## src/rtl/video_ip_pkg.sv

```systemverilog
// Shared types and register field positions for the video frame controller.
package video_ip_pkg;

   typedef enum logic [1:0] {
      WAIT_SOP = 2'd0,
      IN_FRAME = 2'd1,
      PAUSED   = 2'd2
   } state_e;

   // reg0
   localparam int unsigned PAUSE_BIT  = 0;
   localparam int unsigned IRQ_EN_BIT = 1;
   // reg1
   localparam int unsigned EFFECT_LSB = 0;
   localparam int unsigned EFFECT_MSB = 4;
   localparam int unsigned DELETE_LSB = 8;
   localparam int unsigned DELETE_MSB = 9;
   localparam int unsigned QUANT_LSB  = 16;
   localparam int unsigned QUANT_MSB  = 17;
   // reg2
   localparam int unsigned KEY_LSB    = 16;
   localparam int unsigned KEY_MSB    = 31;
   localparam int unsigned MASK_LSB   = 0;
   localparam int unsigned MASK_MSB   = 15;
   // reg3
   localparam int unsigned SUBST_LSB  = 0;
   localparam int unsigned SUBST_MSB  = 15;

   localparam int unsigned DEF_FRAME_PIXELS = 76800;

   typedef struct packed {
      logic [4:0]  effect;
      logic [1:0]  delete_rgb;
      logic [1:0]  quantif;
      logic [15:0] color_key;
      logic [15:0] color_mask;
      logic [15:0] color_subst;
   } cfg_t;

endpackage

```

## src/rtl/video_frame_ctrl_if.sv

```systemverilog
// Camera sink / downstream handshake bundle for the video frame controller.
interface video_frame_ctrl_if;
   logic st_valid;
   logic st_sop;
   logic st_eop;
   logic ds_ready;
   logic st_ready;
   logic beat_pass;

   modport master (
      output st_valid, st_sop, st_eop, ds_ready,
      input  st_ready, beat_pass
   );

   modport slave (
      input  st_valid, st_sop, st_eop, ds_ready,
      output st_ready, beat_pass
   );
endinterface

```

## src/rtl/video_cfg_shadow.sv

```systemverilog
// Effect configuration shadow: live register values are committed to act only at frame boundaries.
module video_cfg_shadow
   import video_ip_pkg::*;
(
   input  logic clk,
   input  logic reset,
   input  logic cfg_wr,
   input  logic boundary,
   input  logic idle,
   input  cfg_t live,
   output cfg_t act
);

   logic pending;
   logic commit;

   assign commit = boundary | (idle & pending);

   // A write landing on a commit edge keeps pending set so it lands at the next boundary
   always_ff @(posedge clk or negedge reset) begin
      if (!reset) begin
         pending <= 1'b0;
         act     <= '0;
      end else begin
         if (commit) act <= live;
         if (cfg_wr)      pending <= 1'b1;
         else if (commit) pending <= 1'b0;
      end
   end

endmodule

```

## src/rtl/video_frame_ctrl.sv

```systemverilog
// Frame-level controller: SOP alignment, pause, frame-boundary config commit, frame count, irq, sync errors.
// Optional frame-length check enabled by defining FRAME_LEN_CHECK_EN.
module video_frame_ctrl
   import video_ip_pkg::*;
#(
   parameter int unsigned FRAME_CNT_W  = 16,
   parameter int unsigned PIX_CNT_W    = 20,
   parameter int unsigned FRAME_PIXELS = DEF_FRAME_PIXELS
) (
   input  logic                   clk,
   input  logic                   reset,
   input  logic [31:0]            cfg_reg0,
   input  logic [31:0]            cfg_reg1,
   input  logic [31:0]            cfg_reg2,
   input  logic [31:0]            cfg_reg3,
   input  logic                   cfg_wr,
   input  logic                   irq_ack,
   input  logic                   err_clr,
   video_frame_ctrl_if.slave      st,
   output logic [4:0]             act_effect,
   output logic [1:0]             act_delete_rgb,
   output logic [1:0]             act_quantif,
   output logic [15:0]            act_color_key,
   output logic [15:0]            act_color_mask,
   output logic [15:0]            act_color_subst,
   output logic                   paused,
   output logic                   irq,
   output logic [FRAME_CNT_W-1:0] frame_count,
   output logic                   sync_err,
   output logic                   len_err
);

   state_e state;
   logic   pause_req, irq_enable;
   logic   ready_c, accept, frame_done, mid_sop;
   logic   irq_pend, irq_pend_next;
   cfg_t   live, act;

   assign pause_req  = cfg_reg0[PAUSE_BIT];
   assign irq_enable = cfg_reg0[IRQ_EN_BIT];

   always_comb begin
      ready_c = 1'b0;
      case (state)
         WAIT_SOP: ready_c = st.ds_ready & ~pause_req;
         IN_FRAME: ready_c = st.ds_ready;
         default:  ready_c = 1'b0;
      endcase
   end

   assign st.st_ready  = ready_c;
   assign accept       = st.st_valid & ready_c;
   assign st.beat_pass = accept & ((state == IN_FRAME) | ((state == WAIT_SOP) & st.st_sop));
   assign frame_done   = accept & st.st_eop &
                         ((state == IN_FRAME) | ((state == WAIT_SOP) & st.st_sop));
   assign mid_sop      = accept & (state == IN_FRAME) & st.st_sop & ~st.st_eop;

   // Frame FSM; paused tracks the state being entered
   always_ff @(posedge clk or negedge reset) begin
      if (!reset) begin
         state  <= WAIT_SOP;
         paused <= 1'b0;
      end else begin
         case (state)
            WAIT_SOP: begin
               if (accept && st.st_sop) begin
                  if (st.st_eop) begin
                     state  <= pause_req ? PAUSED : WAIT_SOP;
                     paused <= pause_req;
                  end else begin
                     state  <= IN_FRAME;
                  end
               end else if (pause_req) begin
                  state  <= PAUSED;
                  paused <= 1'b1;
               end
            end
            IN_FRAME: begin
               if (frame_done) begin
                  state  <= pause_req ? PAUSED : WAIT_SOP;
                  paused <= pause_req;
               end
            end
            PAUSED: begin
               if (!pause_req) begin
                  state  <= WAIT_SOP;
                  paused <= 1'b0;
               end
            end
            default: begin
               state  <= WAIT_SOP;
               paused <= 1'b0;
            end
         endcase
      end
   end

   // Set beats a simultaneous acknowledge/clear
   assign irq_pend_next = (frame_done & irq_enable) ? 1'b1 :
                          irq_ack                   ? 1'b0 : irq_pend;

   always_ff @(posedge clk or negedge reset) begin
      if (!reset) begin
         frame_count <= '0;
         irq_pend    <= 1'b0;
         irq         <= 1'b0;
         sync_err    <= 1'b0;
      end else begin
         if (frame_done) frame_count <= frame_count + FRAME_CNT_W'(1);
         irq_pend <= irq_pend_next;
         irq      <= irq_pend_next & irq_enable;
         if (mid_sop)      sync_err <= 1'b1;
         else if (err_clr) sync_err <= 1'b0;
      end
   end

   assign live = '{
      effect:      cfg_reg1[EFFECT_MSB:EFFECT_LSB],
      delete_rgb:  cfg_reg1[DELETE_MSB:DELETE_LSB],
      quantif:     cfg_reg1[QUANT_MSB:QUANT_LSB],
      color_key:   cfg_reg2[KEY_MSB:KEY_LSB],
      color_mask:  cfg_reg2[MASK_MSB:MASK_LSB],
      color_subst: cfg_reg3[SUBST_MSB:SUBST_LSB]
   };

   video_cfg_shadow u_cfg_shadow (
      .clk      (clk),
      .reset    (reset),
      .cfg_wr   (cfg_wr),
      .boundary (frame_done),
      .idle     ((state == WAIT_SOP) | (state == PAUSED)),
      .live     (live),
      .act      (act)
   );

   assign act_effect      = act.effect;
   assign act_delete_rgb  = act.delete_rgb;
   assign act_quantif     = act.quantif;
   assign act_color_key   = act.color_key;
   assign act_color_mask  = act.color_mask;
   assign act_color_subst = act.color_subst;

`ifdef FRAME_LEN_CHECK_EN
   logic [PIX_CNT_W-1:0] pix_cnt, pix_next;

   // pix_next includes the current beat, so it is the frame length on the EOP beat
   always_comb begin
      pix_next = pix_cnt;
      if (accept) begin
         if ((state == WAIT_SOP) && st.st_sop)
            pix_next = PIX_CNT_W'(1);
         else if (state == IN_FRAME) begin
            if (st.st_sop && !st.st_eop)
               pix_next = PIX_CNT_W'(1);
            else if (pix_cnt != '1)
               pix_next = pix_cnt + PIX_CNT_W'(1);
         end
      end
   end

   always_ff @(posedge clk or negedge reset) begin
      if (!reset) begin
         pix_cnt <= '0;
         len_err <= 1'b0;
      end else begin
         pix_cnt <= pix_next;
         if (frame_done && (pix_next != PIX_CNT_W'(FRAME_PIXELS))) len_err <= 1'b1;
         else if (err_clr)                                         len_err <= 1'b0;
      end
   end
`else
   logic [PIX_CNT_W-1:0] unused_pix;
   assign unused_pix = PIX_CNT_W'(FRAME_PIXELS);
   assign len_err    = 1'b0;
`endif

   logic unused_bits;
   assign unused_bits = ^{cfg_reg0[31:2], cfg_reg1[31:18], cfg_reg1[15:10],
                          cfg_reg1[7:5], cfg_reg3[31:16]};

endmodule

```

## src/flat_wrapper.sv

```systemverilog
// flat-port wrapper written by rule: the top's interface ports become plain ports
module video_frame_ctrl_flat import video_ip_pkg::*;
#(
   parameter int unsigned FRAME_CNT_W  = 16,
   parameter int unsigned PIX_CNT_W    = 20,
   parameter int unsigned FRAME_PIXELS = DEF_FRAME_PIXELS
)
  (clk, reset, cfg_reg0, cfg_reg1, cfg_reg2, cfg_reg3, cfg_wr, irq_ack, err_clr, act_effect, act_delete_rgb, act_quantif, act_color_key, act_color_mask, act_color_subst, paused, irq, frame_count, sync_err, len_err, st_st_valid, st_st_sop, st_st_eop, st_ds_ready, st_st_ready, st_beat_pass);
  video_frame_ctrl_if st_i ();
  input  logic clk;
  input  logic reset;
  input  logic [31:0] cfg_reg0;
  input  logic [31:0] cfg_reg1;
  input  logic [31:0] cfg_reg2;
  input  logic [31:0] cfg_reg3;
  input  logic cfg_wr;
  input  logic irq_ack;
  input  logic err_clr;
  output logic [4:0] act_effect;
  output logic [1:0] act_delete_rgb;
  output logic [1:0] act_quantif;
  output logic [15:0] act_color_key;
  output logic [15:0] act_color_mask;
  output logic [15:0] act_color_subst;
  output logic paused;
  output logic irq;
  output logic [FRAME_CNT_W-1:0] frame_count;
  output logic sync_err;
  output logic len_err;
  input wire logic [$bits(st_i.st_valid)-1:0] st_st_valid;
  input wire logic [$bits(st_i.st_sop)-1:0] st_st_sop;
  input wire logic [$bits(st_i.st_eop)-1:0] st_st_eop;
  input wire logic [$bits(st_i.ds_ready)-1:0] st_ds_ready;
  output wire logic [$bits(st_i.st_ready)-1:0] st_st_ready;
  output wire logic [$bits(st_i.beat_pass)-1:0] st_beat_pass;
  assign st_i.st_valid = st_st_valid;
  assign st_i.st_sop = st_st_sop;
  assign st_i.st_eop = st_st_eop;
  assign st_i.ds_ready = st_ds_ready;
  assign st_st_ready = st_i.st_ready;
  assign st_beat_pass = st_i.beat_pass;
  video_frame_ctrl #(.FRAME_CNT_W(FRAME_CNT_W), .PIX_CNT_W(PIX_CNT_W), .FRAME_PIXELS(FRAME_PIXELS)) u_core (.clk(clk), .reset(reset), .cfg_reg0(cfg_reg0), .cfg_reg1(cfg_reg1), .cfg_reg2(cfg_reg2), .cfg_reg3(cfg_reg3), .cfg_wr(cfg_wr), .irq_ack(irq_ack), .err_clr(err_clr), .st(st_i), .act_effect(act_effect), .act_delete_rgb(act_delete_rgb), .act_quantif(act_quantif), .act_color_key(act_color_key), .act_color_mask(act_color_mask), .act_color_subst(act_color_subst), .paused(paused), .irq(irq), .frame_count(frame_count), .sync_err(sync_err), .len_err(len_err));
endmodule
```

## config.mk

```make
export PLATFORM = sky130hd
export DESIGN_NAME = video_frame_ctrl_flat
export DESIGN_NICKNAME = d
export VERILOG_FILES = /design/src/rtl/video_ip_pkg.sv /design/src/rtl/video_frame_ctrl_if.sv /design/src/rtl/video_cfg_shadow.sv /design/src/rtl/video_frame_ctrl.sv /design/src/flat_wrapper.sv
export SDC_FILE = /design/constraint.sdc
export NUM_CORES = 1
export LEC_CHECK = 0
export CAP_MARGIN = 15
export CORE_MARGIN = 5
export CORE_UTILIZATION = 36
export CTS_BUF_LIST = sky130_fd_sc_hd__clkbuf_16
export DETAILED_ROUTE_END_ITERATION = 10
export PLACE_DENSITY = 0.89
export SYNTH_ARGS = -nofsm -noshare
export SYNTH_HDL_FRONTEND = slang
export SYNTH_SLANG_ARGS = --single-unit
```

## constraint.sdc

```tcl
create_clock -name clk -period 2 [get_ports clk]
set_input_delay 0.2 -clock clk [delete_from_list [all_inputs] [get_ports clk]]
set_output_delay 0.2 -clock clk [all_outputs]
set_load 0.1 [all_outputs]
```

## After elaboration in Yosys (flattened, before gate mapping)

Cells that the tools add are included.

| storage, ports and cells | value |
|---|---|
| register bits | 80 |
| input port bits | 137 |
| logic and storage cells | 63 |

| cells by class | value |
|---|---|
| add/subtract/negate cells | 1 |
| equal/unequal tests | 6 |
| multiplexer cells | 20 |
| bitwise logic cells | 17 |
| reduce and logical (&&, ||, !) cells | 6 |

Operators with widths:

| cell | count |
|---|---|
| adder 16 x 1 -> 16 bit (second input constant) | 1 |
| AND 1 bit | 12 |
| 2-to-1 mux 2 bit | 6 |
| 2-to-1 mux 1 bit | 11 |
| inequality test 3 bit (second input constant) | 2 |
| case mux 2 bit (3 select lines) | 1 |
| AND reduction 4 bit | 1 |
| nonzero test 2 bit | 2 |
| OR 1 bit | 3 |
| case mux 1 bit (3 select lines) | 1 |
| AND reduction 3 bit | 1 |
| == test 2 x 1 -> 1 bit (second input constant) | 1 |
| == test 2 bit (second input constant) | 1 |
| logical NOT 2 bit | 1 |
| inequality test 2 x 1 -> 1 bit (second input constant) | 1 |
| inequality test 2 bit (second input constant) | 1 |
| NOT 1 bit | 2 |
| case mux 1 bit (2 select lines) | 1 |
| logical AND 1 bit | 1 |

## Logic depth before layout (Yosys ltp)

| logic depth | value |
|---|---|
| word-level depth | 9 |
| gate-level depth with buffers | 7 |
| gate-level depth less buffers | 5 |

## Hierarchy

Synthesis repeated with hierarchy kept, for this count alone.

| second synthesis, totals | value |
|---|---|
| cells, all modules | 217 |
| area total of the unflattened synthesis | 3410.8 um2 |

By module, submodules not included:

| module | times used | cells each | area each (um2) | seq. area each (um2) |
|---|---|---|---|---|
| video_cfg_shadow | 1 | 124 | 2312.2 | 1451.4 |
| video_frame_ctrl | 1 | 93 | 1098.6 | 550.5 |

## Least setup slack after synthesis

Ideal clock, no wire load.

| timing | value |
|---|---|
| path kind | reg2out |
| start | reg u_core.state[1] |
| end | out st_st_ready |
| arrival time | 2.708 ns |
| setup slack | -0.908 ns |
| stages on the path, launching flop included | 3 |
| path through | dfrtp_1 buf_2 nor3b_1 |

| between the ends | value |
|---|---|
| cells in the longest elaborated chain, start to end | 2 |
| elaborated cells on any way between the ends | 3 |
| those cells by class | 1 x eq/ne; 1 x mux; 1 x reduce/logical |

RTL lines:

| element | RTL line | text |
|---|---|---|
| start, declared | video_frame_ctrl.sv:33 | `state_e state;` |
| start signal, assigned | video_frame_ctrl.sv:68 | `state <= pause_req ? PAUSED : WAIT_SOP;` |
| start signal, assigned | video_frame_ctrl.sv:80 | `state <= pause_req ? PAUSED : WAIT_SOP;` |
| == test 2 x 1 -> 1 bit / logical NOT 2 bit (equally long branches) | video_frame_ctrl.sv:44 | `case (state)` |
| case mux 1 bit (2 select lines) * | video_frame_ctrl.sv:44 |  |
| end, declared | flat_wrapper.sv:34 | `output wire logic [$bits(st_i.st_ready)-1:0] st_st_ready;` |

Mark *: on every way between the ends. The rest lies on a longest branch, timed or not.

## Worst setup path after layout

| timing | value |
|---|---|
| start | in st_st_sop |
| end | reg, netlist name u_core.u_cfg_shadow.act[47] |

| between the ends | value |
|---|---|
| cells in the longest elaborated chain, start to end | 4 |

RTL lines:

| element | RTL line | text |
|---|---|---|
| start, declared | flat_wrapper.sv:31 | `input wire logic [$bits(st_i.st_sop)-1:0] st_st_sop;` |
| AND 1 bit | video_frame_ctrl.sv:55 | `((state == IN_FRAME) \| ((state == WAIT_SOP) & st.st_sop));` |
| OR 1 bit | video_frame_ctrl.sv:55 |  |
| AND 1 bit | video_frame_ctrl.sv:54 | `assign frame_done = accept & st.st_eop &` |
| OR 1 bit | video_cfg_shadow.sv:17 | `assign commit = boundary \| (idle & pending);` |

Every way passes these cells.
A chain may end at the register's enable or synchronous reset.

==> summary.md <==
| Metric | Value |
|---|---|
| Setup CP Type | in2reg |
| Unrepaired setup endpoints after global routing | false |
| Vias | 2384 |
| CTS tree | done |
| Sw power | 0.00243 W |
| Worst path arrival time | 1930 ps |
| H-tree levels | 3 |
| Synth area leader | dfrtp_1 |
| Number of CTS-inserted buffers | 9 |
| Final ANT Viol Nets | 0 |
| Die area | approximately 11000 sq um |
| Outcome | complete, no violations |
| Largest family of logic cells by synthesized area | multiplexers |
| Crit path launch type | primary input |
| Area occupied by multi-input gates | 1180 sq um |
| Congestion Overflow GR | 0 |
| Routability congestion estimate from global placement | 0.780 |
| Cell count after synthesis | 220 |
| CTS Buffer Depth | 2 |
| Top-area cell type share of the netlist area | 61.3% |
| Leakage Power | 2.28 nW |
| Share of cells above drive strength 1 | 41.1% |
| IO Count | 216 |
| Clk slew on worst S/H paths | 60 ps |
| Clock Sinks | 80 |
| Post-route design area | 5090 sq um |
| Most frequent cells in the layout | buf_4, dfrtp_1, clkdlybuf4s50_1, mux2_2, mux2_1 |
| Area grow syn2layout | 55.6% |
| Final Setup Violations | 0 |
| FF+latch count, synth | 80 |
| Die H | 105 microns |
| Vias per cell | 4.77 |
| Vias in the first global route | approximately 2600 |
| Post-layout min period | 1720 ps |
| Sequential area share after synthesis | ~61% |
| DR pass1 iterations | 4 |
| Yosys warning total | 0 |
| Post-synthesis compound-gate area fraction | 4.36% |
| Switching share of power | 41.4% |
| Clock Latency Late Sink | 320 ps |
| Global-route wire length before repair | ~13 mm |
| Endpoints failing hold | 0 |
| IO Port Bufs | between 100 and 150 |
| Postcts setup bufs | 0 |
| Max FO, Critical Path | 42 |
| Core region area | 8810 sq um |
| Power per cell area | roughly 1200 nW/um^2 |
| Hold WC Path Type | in2async |
| Netlist cell types | 38 |
| Avg WL per Cell | 16.0 microns |
| Max_cap viols | 0 |
| 1st-iter DRT viols | 53 |
| Avg Cell Area, Syn | 14.9 sq um |
| CP required | 2200 ps |
| Die X | 105 microns |
| Largest net degree at the start of global routing | 43 |
| VDD IR-drop max | 0.00108 V |
| Root Buffer | clkbuf_16 |
| CP Capture Type | flip-flop |
| Area post-placement | 4760 sq um |
| Post-Syn Nets | 358 |
| Xor and xnor area share after synthesis | about 4% |
| Simple-Gate Fraction of Synth Area | 7.27% |
| DRC | 0 |
| Post-detail-place hpwl | 6.22 mm |
| Placement Rows | 34 |
| Clock Power Share | 29.0% |
| Int Pwr | ~0.0034 W |
| Routed wire length | 8.02 mm |
| Mux cell area share after synthesis | 19.6% |
| Fmax achieved | 0.580 GHz |
| Slew Viols, Final | 0 |
| Post-synthesis cell area | about 3300 sq um |
| FF/Latch Area | ~2000 sq um |
| N_diodes | 0 |
| Sequential power share | ~33% |
| Skew final | 10.2 ps |
| Adder-Cell Fraction of Synth Area | 0.383% |
| Final period util | between 80% and 90% |
| Filler Cells Inserted | around 720 |
| Comb power frac | 38.0% |
| Setup TNS | 0 ps |
| Initial antenna violation count | 0 |
| Commonest non-fill, non-tap cell in the layout | buf_4 |
| GRT Overall Usage | 15.0% |
| Largest cells by area after synthesis | dfrtp_1, mux2_2, mux2_1, xnor2_1, nand2_1 |
| Final nets | 525 |
| Initial Util | 37.1% |
## kinds of logic (layout without fill, tap and decap cells)
family / count (synthesis) / count (layout)
multiplexers: 57 / 57
flip-flops: 80 / 80
XOR/XNOR: 15 / 15
buffers and inverters: 12 / 184
AND/OR/NAND/NOR: 38 / 38
other: 1 / 1
adder cells (fa/ha/maj): 1 / 1
AO/OA/AOI/OAI: 16 / 16
## critical path, cell delays in order
cell and delay (ps):
clkdlybuf4s50_1 470, or2b_4 300, a21o_4 230, o21ai_4 70, buf_12 250, mux2_2 370
## routing by layer
layer	vias to the layer above	part of all wire (%)	track usage (%)
li1	1112	-	-
met1	1176	42	19.2
met2	89	51	25.4
met3	7	5.6	3.48
met4	0	0.86	4.22
met5	-	0	0
## stage by stage
stage | total power, W | hold WS (ps) | cells | util [%] | setup WS [ps]
global placement | 0.00419 | 153 | 483 | 54.1 | -43.1
detailed placement | 0.00422 | 157 | 483 | 54.1 | -64.3
floorplan | 0.00363 | -95.6 | 220 | - | 57.1
CTS | 0.00594 | 355 | 500 | 57.8 | 275
global route | 0.00609 | 378 | 500 | 57.8 | 194
finish | 0.00588 | 346 | 500 | 57.8 | 275
## sequential cells by signal, summed over array words and instances (netlist names)
signal,flops
u_core.u_cfg_shadow.act,57
u_core.frame_count,16
u_core.state,2
u_core.irq,1
u_core.irq_pend,1
u_core.paused,1
u_core.sync_err,1
u_core.u_cfg_shadow.pending,1
## synthesized netlist by cell type
cell type	n
mux2_2	38
nand3b_1	1
nand4b_4	1
nor2b_1	2
nand3_1	7
buf_2	1
a21oi_2	1
a21oi_1	3
nor3_1	2
a21o_1	1
o21ai_4	1
nand4b_1	1
o41ai_1	2
buf_6	1
buf_4	4
xnor2_1	15
and3b_1	1
conb_1	1
a2111oi_2	2
inv_1	4
or2b_4	1
dfrtp_1	80
buf_12	1
or3_1	1
nand4_1	5
buf_8	1
o21ai_0	2
nand2_1	10
a21o_4	1
ha_1	1
and4_1	2
nor3b_1	2
mux2_1	19
o21a_1	1
o21bai_1	1
nand2b_1	1
and3_1	1
a21boi_0	1
## area by class of cell
type | instances | share of cell area, %
flip-flops and latches | 80 | 39.5
repair buffers | 164 | 28.2
multi-input cells | 128 | 23.2
clock buffers | 9 | 4.43
well taps | 108 | 2.66
clock inverters | 7 | 1.75
inverters | 4 | 0.295
## power by group through the flow
stage,sequential [W],combinational [W],clock [W]
floorplan,0.00333,0.000305,0
finish,0.00194,0.00224,0.00170
global route,0.00197,0.00231,0.00181
CTS,0.00194,0.00226,0.00174
detailed placement,0.00197,0.00225,0
global placement,0.00195,0.00224,0
## path summary, 6_finish.rpt
| kind | start | endpoint | slack (ps) | cells past startpoint |
|---|---|---|---|---|
| worst min-delay path | reset | u_core.u_cfg_shadow.act[43]$_DFFE_PN0P_ | 350 | 2 |
| min in group clk | cfg_wr | u_core.u_cfg_shadow.pending$_DFFE_PN0P_ | 460 | 2 |
| max in group asynchronous | reset | u_core.frame_count[0]$_DFFE_PN0P_ | 1050 | 3 |
| worst max-delay path | st_st_sop | u_core.u_cfg_shadow.act[47]$_DFFE_PN0P_ | 280 | 6 |
| worst min register to register | u_core.u_cfg_shadow.act[44]$_DFFE_PN0P_ | u_core.u_cfg_shadow.act[44]$_DFFE_PN0P_ | 480 | 1 |
| worst max register to register | u_core.state[0]$_DFFE_PN0P_ | u_core.u_cfg_shadow.act[47]$_DFFE_PN0P_ | 280 | 5 |
## repair_timing
action / CTS / global route
hold buffers: 1 / 0
gates resized for setup: 0 / 0
endpoints found under the hold margin: 29 / 0
Power figures use the tool's default switching activity.
